### src/rtl/sum_lanes_accum.sv
// rtl/sum_lanes_accum.sv - multi-cycle N_IN-operand summer built from LANES parallel accumulators
// Operands stream through the lanes over ceil(N_IN/LANES) cycles, then the lanes fold pairwise into lane 0.
module sum_lanes_accum #(
    parameter int N_IN   = 30,
    parameter int W_IN   = 5,
    parameter int LANES  = 4,
    parameter int SIGNED = 0,
    localparam int W_OUT = W_IN + $clog2(N_IN + 1)
) (
    input  logic                   clk,
    input  logic                   rst,
    input  logic [N_IN*W_IN-1:0]   nums,
    input  logic                   start,
    output logic                   busy,
    output logic                   done,
    output logic [W_OUT-1:0]       sum
);

    localparam int A    = (N_IN + LANES - 1) / LANES;
    localparam int R    = $clog2(LANES);
    localparam int NP   = A * LANES;
    localparam int CMAX = (A > R) ? A : R;
    localparam int CW   = (CMAX < 2) ? 1 : $clog2(CMAX);

    typedef enum logic [1:0] {IDLE, ACCUM, REDUCE, DONE} state_t;

    state_t            state_q, state_d;
    logic [CW-1:0]     cnt_q, cnt_d;
    logic              busy_q, busy_d;
    logic              done_q, done_d;
    logic [W_OUT-1:0]  sum_q, sum_d;
    logic [W_IN-1:0]   ops_q [NP];
    logic [W_IN-1:0]   ops_d [NP];
    logic [W_OUT-1:0]  acc_q [LANES];
    logic [W_OUT-1:0]  acc_d [LANES];

    function automatic logic [W_OUT-1:0] extend(input logic [W_IN-1:0] v);
        if (SIGNED != 0) begin
            return {{(W_OUT-W_IN){v[W_IN-1]}}, v};
        end
        return {{(W_OUT-W_IN){1'b0}}, v};
    endfunction

    always_comb begin
        state_d = state_q;
        cnt_d   = cnt_q;
        busy_d  = busy_q;
        done_d  = 1'b0;
        sum_d   = sum_q;
        ops_d   = ops_q;
        acc_d   = acc_q;
        case (state_q)
            IDLE: begin
                if (start) begin
                    for (int i = 0; i < NP; i++) begin
                        ops_d[i] = '0;
                    end
                    for (int i = 0; i < N_IN; i++) begin
                        ops_d[i] = nums[i*W_IN +: W_IN];
                    end
                    for (int l = 0; l < LANES; l++) begin
                        acc_d[l] = '0;
                    end
                    cnt_d   = '0;
                    busy_d  = 1'b1;
                    state_d = ACCUM;
                end
            end
            ACCUM: begin
                // Lane l always consumes slot l; the operand window slides down by LANES each cycle.
                for (int l = 0; l < LANES; l++) begin
                    acc_d[l] = acc_q[l] + extend(ops_q[l]);
                end
                for (int i = 0; i < NP - LANES; i++) begin
                    ops_d[i] = ops_q[i + LANES];
                end
                for (int i = NP - LANES; i < NP; i++) begin
                    ops_d[i] = '0;
                end
                if (cnt_q == CW'(A - 1)) begin
                    cnt_d   = '0;
                    state_d = (R == 0) ? DONE : REDUCE;
                end else begin
                    cnt_d = cnt_q + CW'(1);
                end
            end
            REDUCE: begin
                for (int s = 0; s < R; s++) begin
                    for (int l = 0; l < LANES; l += (2 << s)) begin
                        if (cnt_q == CW'(s)) begin
                            acc_d[l] = acc_q[l] + acc_q[l + (1 << s)];
                        end
                    end
                end
                if (cnt_q == CW'(R - 1)) begin
                    cnt_d   = '0;
                    state_d = DONE;
                end else begin
                    cnt_d = cnt_q + CW'(1);
                end
            end
            DONE: begin
                sum_d   = acc_q[0];
                done_d  = 1'b1;
                busy_d  = 1'b0;
                state_d = IDLE;
            end
            default: begin
                busy_d  = 1'b0;
                state_d = IDLE;
            end
        endcase
    end

    always_ff @(posedge clk or negedge rst) begin
        if (!rst) begin
            state_q <= IDLE;
            cnt_q   <= '0;
            busy_q  <= 1'b0;
            done_q  <= 1'b0;
            sum_q   <= '0;
            for (int i = 0; i < NP; i++) begin
                ops_q[i] <= '0;
            end
            for (int l = 0; l < LANES; l++) begin
                acc_q[l] <= '0;
            end
        end else begin
            state_q <= state_d;
            cnt_q   <= cnt_d;
            busy_q  <= busy_d;
            done_q  <= done_d;
            sum_q   <= sum_d;
            ops_q   <= ops_d;
            acc_q   <= acc_d;
        end
    end

    assign busy = busy_q;
    assign done = done_q;
    assign sum  = sum_q;

endmodule
### config.mk
export PLATFORM = sky130hd
export DESIGN_NAME = sum_lanes_accum
export DESIGN_NICKNAME = d
export VERILOG_FILES = /design/src/rtl/sum_lanes_accum.sv
export SDC_FILE = /design/constraint.sdc
export NUM_CORES = 1
export LEC_CHECK = 0
export ABC_AREA = 1
export CAP_MARGIN = 10
export CORE_AREA = 3 3 139 141
export CTS_CLUSTER_DIAMETER = 80
export DETAILED_ROUTE_END_ITERATION = 6
export DIE_AREA = 0 0 142 144
export PLACE_DENSITY = 0.95
export SLEW_MARGIN = 40
export SYNTH_ARGS = -nofsm -noshare
export SYNTH_HDL_FRONTEND = slang
export SYNTH_SLANG_ARGS = --single-unit
### constraint.sdc
create_clock -name clk -period 7.54 [get_ports clk]
set_input_delay 1.131 -clock clk [delete_from_list [all_inputs] [get_ports clk]]
set_output_delay 1.131 -clock clk [all_outputs]
set_load 0.02 [all_outputs]
==> flow_summary.yaml <==
timing:
  holdWs_ps: 465
  min_period_ps: 3590
  period_share_pct: 47.6
  worst_pin_slew_ps: 799
  fmaxAchievable_mhz: 279
  finalSetupTns_ps: 0
  setup_viol_count_final: 0
  fin_skew_ps: 12.8
  slew_headroom_pct: 46.7
  setup_ws_ps: 3950
  final_hold_viol_count: 0
  final_max_slew_viol_count: 0
  rsz0062_at_grt: "no"
drt:
  postRouteAntennaNets: 0
  wl_per_cell_um: 16.9
  drt_pass1_iterations: 6
  drt_wl_total_um: 28700
  vias: 9946
  drt_iter0_drc: 990
  viasPerCell: 5.85
  drc: 0
setup_path:
  start_kind: "register"
  crit_required_ps: 7930
  arrival_ps: 3980
  cp_max_fo: 80
  critPathCaptureType: "register"
  crit_type: "reg2reg"
clocking:
  htreeDepth: 1
  cts_buffer_depth: 3
  clkSinkCount: 207
  cts_made_buffers: 22
  clk_pin_slew_worst_paths_ps: 60
  post_cts_buffers: 0
  worstSkewPairLatency_ps: 510
  cts_hold_buffers: 0
  cts_tree: "yes"
  root_buffer: "clkbuf_16"
  post_cts_resized: 0
outcome:
  status: "complete, no violations"
layout:
  instances_no_fill: 1699
  fin_util_pct: 72.5
  area_growth_pct: 23.7
  final_net_count: 1647
  final_area_um2: 13100
  layout-drive-gt1-share_pct: 3.88
  n_antenna_cell: 0
die:
  die_w_um: 142
  row_count: 49
  initial_utilization_pct: 58.6
  pin_count: 165
  dieArea_um2: 20400
  die_h_um: 144
  core-area_um2: 18100
grt:
  grt-ovfl-total: 0
  grt_pass1_wl_um: 45900
  antenna_found_initial: 0
  grtUsageTotal_pct: 27.5
  grt_max_degree: 124
  grt_pass1_vias: 9552
pwr:
  switching_share_pct: 43.6
  p_switching_mw: 2.51
  seqPwrFrac_pct: 33.8
  ir_drop_mv: 0.237
  p_per_area_nw_per_um2: 439
  power.total_mw: 5.75
  combPwrFrac_pct: 46.6
  p_clk_share_pct: 19.6
  p_leak_nw: 6.11
  p_int_mw: 3.24
placement:
  pre_cts_ws_ps: 4060
  place_area_um2: 12300
  globalplace.congestion: 0.895
  portBuffers: 164
  post-place-cells: 1658
  dp_hpwl_um: 19200
synthesis:
  syn_nets: 1519
  synthSimpleGateAreaFrac_pct: 21.6
  synth-edff-count: 0
  async_flop_share_pct: 100
  synth_top_flop_cell: "dfrtp_1"
  ys_seq_elements: 207
  yosys.area.top_type: "dfrtp_1"
  yosys.cell_count.top_type: "nand2_1"
  synth_cells: 1326
  yosysWarningCount: 0
  syn_area_per_cell_um2: 8.00
  synthMuxAreaShare_pct: 0
  synthAdderAreaFrac_pct: 5.00
  ys_top_cells_by_area: "dfrtp_1, nand2_1, a31oi_1"
  netlist.area_leader.share_pct: 48.9
  synth_compound_area_share_pct: 16.7
  yosysSeqAreaShare_pct: 48.9
  synth_xor_xnor_area_share_pct: 0.496
  synth.distinct_cells: 31
  syn_area_um2: 10600
  synth_top_family_by_area: "simple AND/OR/NAND/NOR gates"
  netlist_top_cells_count: "nand2_1, dfrtp_1, inv_1, nor2_1, o21ai_0"
min_path:
  hp-class: "in2async"
job:
  cap_violations: 0
cells in the final DEF (no fill, tap or decap), drive strengths merged:
cell type      instances
nand2                421
dfrtp                207
clkdlybuf4s50        163
inv                  124
nor2                 122
o21ai                101
a31oi                 77
o211ai                56
nand3                 37
ha                    36
a21oi                 29
clkbuf                28
a22o                  16
buf                   10
clkinv                 8
o22ai                  6
xnor2                  5
nand4                  5
fa                     4
clkinvlp               3
bufinv                 3
o21a                   2
nand3b                 2
nor3                   2
a21boi                 1
xor2                   1
o21bai                 1
area by class of cell:
cell class | instances | area (um^2)
tap | 229 | 287
multi-input combinational | 924 | 4660
fill | 1210 | 4980
clock inverter | 12 | 154
timing repair buffer | 173 | 1750
sequential | 207 | 5180
clock buffer | 28 | 603
inverter | 126 | 475
cells by family (layout without fill, tap and decap cells):
kind of cell,after synthesis,in the layout
and+or+nand+nor,589,589
xor gates and xnor gates,6,6
buffers and inverters,195,339
AOI/OAI and AO/OA,289,289
adders and majority gates,40,40
DFF,207,207
flip-flops by register name (all words and copies together), names as in the netlist:
register and count:
busy 1, cnt_q 3, sum 10, state_q 2, ops_q 150, done 1
acc_q 40
per-layer routing:
layer	global-route usage (%)	vias to the layer above	routed length (um)
li1	-	4616	-
met1	36.4	4707	11000
met2	46.1	541	14200
met3	4.93	82	2490
met4	9.65	0	1010
met5	0	-	0
worst max-delay path, cell delays in order (launching register included):
cell and delay (ps):
dfrtp_1 400, inv_1 140, ha_4 670, inv_4 500, o21ai_4 640, inv_2 430
nor2_1 280, nand2_1 130, o21ai_0 170, a21oi_1 60
power by group through the flow:
stage / clock network, mW / logic [mW] / registers, mW
5_1_grt: 1.18 / 3.01 / 1.99
6_report: 1.13 / 2.68 / 1.94
3_3_place_gp: 0 / 2.44 / 1.91
4_1_cts: 1.13 / 2.64 / 1.93
2_1_floorplan: 0 / 1.95 / 1.88
3_5_place_dp: 0 / 2.59 / 1.94
final timing paths:
kind | start | to | slack [ps] | depth (start not counted)
setup / recovery | state_q[1] | acc_q[7] | 3950 | 9
hold / removal | rst | ops_q[151] | 470 | 1
setup reg to reg | state_q[1] | acc_q[7] | 3950 | 9
hold reg to reg | sum[7] | sum[7] | 470 | 2
max in group asynchronous | rst | sum[7] | 5650 | 3
min in group clk | sum[7] | sum[7] | 470 | 2
No activity file was read; power rests on OpenSTA's default activity.
